`config.mk`:
```
export PLATFORM = sky130hd
export DESIGN_NAME = clutter_sweep_scheduler
export DESIGN_NICKNAME = d
export VERILOG_FILES = /design/src/rtl/clutter_sweep_scheduler.sv
export SDC_FILE = /design/constraint.sdc
export NUM_CORES = 1
export LEC_CHECK = 0
export CORE_ASPECT_RATIO = 1.5
export CORE_MARGIN = 2
export CORE_UTILIZATION = 35
export DETAILED_ROUTE_END_ITERATION = 12
export GPL_ROUTABILITY_DRIVEN = 1
export GPL_TIMING_DRIVEN = 0
export PLACE_DENSITY = 0.56
export SYNTH_ARGS = -nofsm -noshare
export SYNTH_HDL_FRONTEND = slang
export SYNTH_SLANG_ARGS = --single-unit
```
`constraint.sdc`:
```
create_clock -name clk -period 2.1 [get_ports clk]
set_clock_uncertainty 0.1 [all_clocks]
set_input_delay 0.63 -clock clk [delete_from_list [all_inputs] [get_ports clk]]
set_output_delay 0.63 -clock clk [all_outputs]
set_load 0.03 [all_outputs]
```
`src/rtl/clutter_sweep_scheduler.sv`:
```
// Per-trigger range sweep sequencer: tracks antenna azimuth and issues one request per range bin.
// Optional sector blanking is compiled in with `define SECTOR_BLANK_EN.
module clutter_sweep_scheduler #(
  parameter int unsigned BIN_COUNT = 256,
  parameter int unsigned BIN_W     = 8,
  parameter int unsigned BIN_GAP   = 4
) (
  input  logic             clk,
  input  logic             rst,
  input  logic             trig,
  input  logic             acp,
  input  logic             arp,
  input  logic             req_ready,
`ifdef SECTOR_BLANK_EN
  input  logic [11:0]      sector_start,
  input  logic [11:0]      sector_end,
  output logic             skipped,
`endif
  output logic             req_valid,
  output logic [BIN_W-1:0] req_bin,
  output logic [11:0]      req_az,
  output logic             req_last,
  output logic             sweep_active,
  output logic             synced,
  output logic             overrun,
  output logic [7:0]       overrun_cnt
);

  localparam int unsigned GapW = (BIN_GAP > 0) ? $clog2(BIN_GAP + 1) : 1;
  localparam logic [BIN_W-1:0] LastBin = BIN_W'(BIN_COUNT - 1);
  localparam logic [GapW-1:0] GapLoad = GapW'(BIN_GAP);

  typedef enum logic [0:0] {StIdle, StSweep} state_e;

  state_e state_q, state_d;
  logic trig_q, acp_q, arp_q;
  logic [11:0] az_q, az_d, az_lat_q, az_lat_d;
  logic synced_q, synced_d;
  logic [BIN_W-1:0] bin_q, bin_d;
  logic [GapW-1:0] gap_q, gap_d;
  logic ovr_q, ovr_d, skip_q, skip_d;
  logic [7:0] ovr_cnt_q, ovr_cnt_d;

  logic trig_edge, acp_edge, arp_edge, in_window, idle_trig, start_sweep, handshake, last_hs;

  assign trig_edge = trig & ~trig_q;
  assign acp_edge  = acp & ~acp_q;
  assign arp_edge  = arp & ~arp_q;

`ifdef SECTOR_BLANK_EN
  // Window wraps through zero when start > end.
  assign in_window = (sector_start <= sector_end) ?
                     ((az_q >= sector_start) && (az_q <= sector_end)) :
                     ((az_q >= sector_start) || (az_q <= sector_end));
`else
  assign in_window = 1'b1;
`endif

  assign idle_trig   = (state_q == StIdle) && trig_edge && synced_q;
  assign start_sweep = idle_trig && in_window;
  assign handshake   = req_valid && req_ready;
  assign last_hs     = handshake && (bin_q == LastBin);

  always_ff @(posedge clk or posedge rst) begin
    if (rst) begin
      state_q <= StIdle;
    end else begin
      state_q <= state_d;
    end
  end

  always_comb begin
    state_d = state_q;
    unique case (state_q)
      StIdle:  if (start_sweep) state_d = StSweep;
      StSweep: if (last_hs)     state_d = StIdle;
      default: state_d = StIdle;
    endcase
  end

  always_comb begin
    az_d = az_q;
    if (arp_edge) begin
      az_d = 12'd0;
    end else if (acp_edge) begin
      az_d = az_q + 12'd1;
    end
    synced_d = synced_q | arp_edge;
    az_lat_d = start_sweep ? az_q : az_lat_q;

    bin_d = bin_q;
    gap_d = gap_q;
    if (start_sweep) begin
      bin_d = '0;
      gap_d = '0;
    end else if (handshake) begin
      bin_d = last_hs ? '0 : bin_q + BIN_W'(1);
      gap_d = last_hs ? '0 : GapLoad;
    end else if (gap_q != '0) begin
      gap_d = gap_q - GapW'(1);
    end

    // The final-handshake cycle is still StSweep, so a coincident trigger is an overrun.
    ovr_d     = trig_edge && (state_q == StSweep);
    ovr_cnt_d = (ovr_d && (ovr_cnt_q != 8'hff)) ? ovr_cnt_q + 8'd1 : ovr_cnt_q;
    skip_d    = idle_trig && !in_window;
  end

  always_ff @(posedge clk or posedge rst) begin
    if (rst) begin
      trig_q    <= 1'b0;
      acp_q     <= 1'b0;
      arp_q     <= 1'b0;
      az_q      <= 12'd0;
      az_lat_q  <= 12'd0;
      synced_q  <= 1'b0;
      bin_q     <= '0;
      gap_q     <= '0;
      ovr_q     <= 1'b0;
      ovr_cnt_q <= 8'd0;
      skip_q    <= 1'b0;
    end else begin
      trig_q    <= trig;
      acp_q     <= acp;
      arp_q     <= arp;
      az_q      <= az_d;
      az_lat_q  <= az_lat_d;
      synced_q  <= synced_d;
      bin_q     <= bin_d;
      gap_q     <= gap_d;
      ovr_q     <= ovr_d;
      ovr_cnt_q <= ovr_cnt_d;
      skip_q    <= skip_d;
    end
  end

  always_comb begin
    sweep_active = (state_q == StSweep);
    req_valid    = sweep_active && (gap_q == '0);
    req_last     = req_valid && (bin_q == LastBin);
    req_bin      = bin_q;
    req_az       = az_lat_q;
    synced       = synced_q;
    overrun      = ovr_q;
    overrun_cnt  = ovr_cnt_q;
`ifdef SECTOR_BLANK_EN
    skipped      = skip_q;
`endif
  end

`ifndef SECTOR_BLANK_EN
  logic unused_skip;
  assign unused_skip = skip_q;
`endif

endmodule

```
==> run metrics, run 1 <==
TritonCTS clock tree built; R2R depth 8; hold depth 1; Worst Setup End Kind output port; Syn Inst Count 195; fin. max-slew vios 0; total of max-cap violations 0; root buffer cell clkbuf_8; Die Height about 100 um; Crit path largest cell delay about 0.42 ns; crit path cell chain ha_4, nand3_4, or2_4, nor2_4, buf_6; routability cong. roughly 0.78; P_leak 1.474 nW; area of the multi-input gates 972.2 um^2; TritonRoute pass-1 iters 4; Final Cycle Share 1.029; vias in the first global route between 1,500 and 2,000; Seq cells post-synth just under 50; Worst R2R Setup Slack 0.14 ns; Final ANT Viol Nets 0; Final Hold Fails 0; Mapped Area 2187 um^2; setup TNS -0.06068 ns; CP Data Arrival Time 1.43 ns; DIE WIDTH about 70 um; Congestion Overflow GR 0; Slowest-stage cell, CP dfrtp_2; Post-synth top cells dfrtp_1, nor2_1, xor2_1, nand2_1, mux2_2; H-Tree Depth 2; die footprint slightly below 7000 um^2; Seq/Total Area, Yosys 0.5606; routed length per instance 13.80 um; syn_area_per_cell between 10 and 15 um^2; Max VDD drop 0.4506 mV; Final Non-Filler Cells about 330; hold crit path type reg2reg; Placed Instance Area 2690 um^2; most frequent cell after synthesis dfrtp_1; Async S/R FF share, synth 1.000; Peak Freq ~0.46 GHz; DR vias around 1,600; met1 Usage GRT 0.1808; Final Hold Slack 0.3951 ns; crit-path max FO 4; Final WS setup -0.06068 ns; Area Growth Syn to Fin 33.98%; CP delay by family, top simple AND/OR/NAND/NOR gates; Crit Path Class reg2out; startpoint type of the worst setup path flop; Std-Cell Rows 35; Via density 5.015; Clock Path Buffers 2; RSZ-0062 raised after global routing true; Worst-Skew Late Latency 0.30 ns; detailed placement HPWL 3076 um; Top Usage Layer GRT met2; FF-to-FF End req_bin[5]$_DFFE_PP0P_; Synth area leader dfrtp_1; Tightest Pin Transition 0.4841 ns; largest net degree at the start of global routing 34; PortBufs 38; Filler cells 592; relative slew slack 0.6773; Synth Warn # 0; Synth cell types 38; Buf/Inv on CP 1; Nets roughly 260; I/O pin count 39; Num CTS Buffers 5; DR iter-0 viols 82; share of the synthesized area in the top cell type 0.5606; outcome finished, violations left; Setup Viol. Count Final 1; PD cells 1020 nW/um^2; met2 Use GR 0.2470; primary flip-flop cell chosen by synthesis mapping dfrtp_1; core area 6087 um^2; Tmin final 2.161 ns; Syn Nets 206; number of diodes 0; Starting Density 0.3593; Post-synth EDFFs 0; hold path start req_az[7]$_DFFE_PP0P_; design area 2930 um^2; layout cells sized above 1 0.2032; failing checks setup timing; M3 GR Usage 0.02793; FF-to-FF Start gap_q[1]$_DFFE_PP0P_; Inst Count DP around 300; initial antenna violation count 0; Final Routed Wirelength around 4500 um; required time worst endpoint 1.37 ns; Synth area leaders dfrtp_1, xor2_1, mux2_2, nor2_1, ha_1; Sequential Area ~1200 um^2; worst hold endpoint req_az[7]$_DFFE_PP0P_; first-pass GRT wire length approximately 7800 um; Worst-path clk slew around 0.090 ns; Clock Sinks 49; GRT Overall Usage 0.1475; DRC viols 0
-- per-stage QoR --
| stage | util | worst slack, ns | total power, W |
|---|---|---|---|
| floorplan | - | 0.05586 | 0.001858 |
| global placement | 0.4386 | -1.033 | 0.002197 |
| detailed placement | 0.4419 | -0.4796 | 0.002218 |
| CTS | 0.4719 | -0.1002 | 0.002977 |
| global route | 0.4814 | -0.1195 | 0.003174 |
| finish | 0.4814 | -0.06068 | 0.002988 |
-- logic make-up (layout without fill, tap and decap cells) --
logic type,Yosys count,count (layout),synth area share
flops,49,49,0.5606
fa+ha+maj,5,5,0.02860
buf+inv,12,68,0.02574
xor+xnor,21,21,0.08409
compound gates,19,19,0.04920
mux,14,14,0.07151
simple gates,75,75,0.1802
-- worst reg2reg max path: stages, from the launching register on --
cell,delay [ns]
dfrtp_1,0.39
inv_2,0.07
ha_4,0.14
ha_4,0.15
buf_4,0.14
and3_1,0.16
o21ai_1,0.13
or4_1,0.48
a21oi_1,0.13
-- power breakdown --
group	total, W	internal (W)	switching (W)	leakage, nW
registers	0.00126	0.00110	0.000168	0.641
clock network	0.000709	0.000388	0.000321	0.0574
logic	0.00101	0.000439	0.000576	0.776
-- flip-flops by register name, indices dropped and copies added, names as in the netlist --
| signal | flops |
|---|---|
| az_q | 12 |
| req_az | 12 |
| overrun_cnt | 8 |
| req_bin | 8 |
| gap_q | 3 |
| acp_q | 1 |
| arp_q | 1 |
| overrun | 1 |
| sweep_active | 1 |
| synced | 1 |
| trig_q | 1 |
-- worst max path at each step --
| stage | startpoint | to | slack, ns | cells after the start |
|---|---|---|---|---|
| after floorplan | req_bin[0]$_DFFE_PP0P_ | req_last | 0.06 | 4 |
| after global placement | rst | req_bin[0]$_DFFE_PP0P_ | -1.03 | 2 |
| after detailed placement | req_bin[0]$_DFFE_PP0P_ | req_last | -0.48 | 5 |
| after CTS | req_bin[1]$_DFFE_PP0P_ | req_last | -0.10 | 5 |
| after global routing | req_bin[1]$_DFFE_PP0P_ | req_last | -0.12 | 5 |
| final | req_bin[1]$_DFFE_PP0P_ | req_last | -0.06 | 5 |
-- per-layer routing --
layer | vias up | wire [um]
met2 | 24 | 2429
met4 | 0 | 61
li1 | 787 | -
met5 | - | 0
met1 | 815 | 1870
met3 | 4 | 125
-- layout by cell type (no fill, tap or decap), types with 2 or more instances in the layout --
cell type        Yosys  final
nor3_1               5      5
inv_2                0      3
buf_6                0      2
a21oi_1              7      7
dfrtp_1             49     46
and3_1               4      4
nand4_1              8      8
inv_1                6      3
clkdlybuf4s50_1      0     12
nand2_1             16     15
o21ai_1              2      2
and4b_1              2      2
xor2_1              17     17
ha_4                 0      3
buf_4                2     11
nand3_1              9      8
dlymetal6s2s_1       0      5
nor2b_1              2      2
o21ai_0              5      5
clkbuf_8             0      6
mux2_2              11     11
dlygate4sd2_1        0     19
mux2_1               2      2
a31oi_1              2      2
ha_1                 5      2
xnor2_1              4      4
nor2_1              17     16
buf_2                3      3
dfrtp_2              0      3
-- layout make-up --
class                      instances  area share
inverter                           6    0.007686
buffer                             5    0.008967
sequential                        49      0.4197
tap                               74     0.03160
multi-input combinational        134      0.3318
timing repair buffer              49      0.1593
clock inverter                     2     0.01281
clock buffer                       6     0.02818
-- timing repair --
item	in CTS	in global routing
setup endpoints to repair	21	19
hold buffers	0	0
pin swaps	3	3
gates resized for setup	41	11
hold endpoints to repair	0	0
buffers inserted	7	3
(Power assumes the default switching activity.)
==> inputs of run 2 (changes only) <==
==> constraint.sdc (replaced) <==
create_clock -name clk -period 2.45 [get_ports clk]
set_clock_uncertainty 0.1 [all_clocks]
set_input_delay 0.735 -clock clk [delete_from_list [all_inputs] [get_ports clk]]
set_output_delay 0.735 -clock clk [all_outputs]
set_load 0.01 [all_outputs]
==> run 2 against run 1 <==
Net effect:
- the run now ends clean
- via count fell by 1.7%
- sequential share of layout area increased by 0.95 points
- total power down 18%
- highest routed layer unchanged
- sequential power shrank 15%
- setup slack better by 0.17 ns
==> run metrics, run 2 (same netlist as run 1, synthesis figures left out) <==
CP Data Arrival Time 1.51 ns (+0.08 ns); fin. max-slew vios 0 (unchanged); GRT Overall Usage 0.1423 (-0.005202); Final Cycle Share 0.9565; Crit path largest cell delay 0.40 ns (-0.02 ns); most common library cell in the layout ignoring fill and taps dfrtp_1; startpoint type of the worst setup path flop; root buffer cell clkbuf_8; Starting Density 0.3593 (unchanged); PortBufs 38 (unchanged); Final Routed Wirelength 4355 um (-2.9%); first-pass GRT wire length 7445 um (-4.3%); H-Tree Depth 2 (unchanged); initial antenna violation count 0 (unchanged); commonest cells after routing, fill and taps aside dfrtp_1, clkdlybuf4s50_1, xor2_1, nor2_1, nand2_1; Buf/Inv on CP 1 (unchanged); Area Growth Syn to Fin 30.61%; Final Non-Filler Cells 321 (-1.2%); Worst-Skew Late Latency 0.30 ns (about the same); routed length per instance 13.57 um (-1.7%); core area 6087 um^2 (unchanged); Tmin final 2.343 ns; Nets 257 (-1.5%); P_leak 1.318 nW (-11%); cts hold-fix bufs 0 (unchanged); Pwr Total 0.002442 W (-18%); total of max-cap violations 0 (unchanged); Max VDD drop 0.3386 mV (-25%); Num CTS Buffers 5 (unchanged); I/O pin count 39 (unchanged); number of diodes 0 (unchanged); Die Height 100.8 um (unchanged); CP delay by family, top simple AND/OR/NAND/NOR gates; hold crit path type reg2reg; required time worst endpoint 1.62 ns (+0.25 ns); DR iter-0 viols 67 (-18%); Inst Count DP 308 (unchanged); crit-path max FO 5 (+1); DIE WIDTH 68.55 um (unchanged); TritonRoute pass-1 iters 4 (unchanged); DR vias 1,602 (-1.7%); DRC viols 0 (unchanged); Final ANT Viol Nets 0 (unchanged); Final Hold Fails 0 (unchanged); TritonCTS clock tree built; Tightest Pin Transition 0.4786 ns (-0.005499 ns); largest net degree at the start of global routing 36 (+5.9%); Clock Sinks 49 (unchanged); Via density 4.991 (-0.49%); Clock Path Buffers 2 (unchanged); outcome completed; Congestion Overflow GR 0 (unchanged); die footprint 6910 um^2 (unchanged); Std-Cell Rows 35 (unchanged); detailed placement HPWL 3084 um (+0.25%); Crit Path Class reg2out; relative slew slack 0.6809 (+0.003666); Worst Setup End Kind output port; Worst-path clk slew 0.09 ns (about the same); routability cong. 0.7900 (+1.3%); Peak Freq 0.4267 GHz; vias in the first global route 1,581 (-4.4%); Setup Viol. Count Final 0 (-1); crit path cell chain ha_4, nand3_1, or2_4, nor2_1, clkbuf_2; PD cells 854.9 nW/um^2 (-16%); layout cells sized above 1 0.1498 (-0.05339); Slowest-stage cell, CP dfrtp_1
[run 2: routing by layer]
metal	track usage	part of all wire	up-vias
met4	0.05538	0.017	0
met2	0.2433	0.53	25
met3	0.02682	0.026	7
met1	0.1715	0.43	788
li1	-	-	782
met5	0	0	-
[run 2: path summary, 6_finish.rpt]
kind	from	end	slack, ns	depth (start not counted)
max in group asynchronous	rst	req_bin[6]$_DFFE_PP0P_	1.14	3
hold / removal	req_az[7]$_DFFE_PP0P_	req_az[7]$_DFFE_PP0P_	0.40	1
min in group asynchronous	rst	req_az[4]$_DFFE_PP0P_	0.61	2
setup reg to reg	gap_q[0]$_DFFE_PP0P_	req_bin[5]$_DFFE_PP0P_	0.52	8
setup / recovery	req_bin[1]$_DFFE_PP0P_	req_last	0.11	5
hold reg to reg	req_az[7]$_DFFE_PP0P_	req_az[7]$_DFFE_PP0P_	0.40	1
[run 2: metrics by stage]
stage	setup TNS [ns]	util	setup slack, ns	cell area (um^2)	hold slack, ns
after detailed placement	-0.6312	0.4403	-0.1539	2680	0.3820
after global routing	-0.003022	0.4693	-0.003022	2856	0.4228
after floorplan	0	-	0.4025	2187	0.3815
after global placement	-30.09	0.4370	-0.6083	2660	0.3777
after CTS	0	0.4697	0.001999	2859	0.4039
final	0	0.4693	0.1065	2856	0.3976
[run 2: report_power, final]
| group | internal, W | switching [W] | total, W | leakage [nW] |
|---|---|---|---|---|
| registers | 0.000937 | 0.000138 | 0.00107 | 0.645 |
| clock network | 0.000406 | 0.000270 | 0.000675 | 0.0681 |
| logic | 0.000376 | 0.000315 | 0.000692 | 0.605 |
[run 2: repair_timing]
action                                  CTS  global route
buffers inserted                          4             1
pin swaps                                 2             0
endpoints found under the setup margin    2             2
gates resized for setup                   7             2
[run 2: area by class of cell]
cell class,count,area [um^2]
Buffer,6,33.78
Clock buffer,5,68.82
Fill cell,578,3231
Sequential cell,49,1226
Multi-Input combinational cell,134,919.6
Tap cell,74,92.59
Inverter,6,22.52
Timing Repair Buffer,44,427.9
Clock inverter,3,65.06
[run 2: worst register-to-register path: stages (launching register included)]
cell and delay [ns]:
dfrtp_1 0.39, inv_1 0.06, ha_1 0.14, ha_1 0.14, buf_4 0.14, and3_1 0.17, o21ai_1 0.11, or4_1 0.47
a21oi_1 0.13
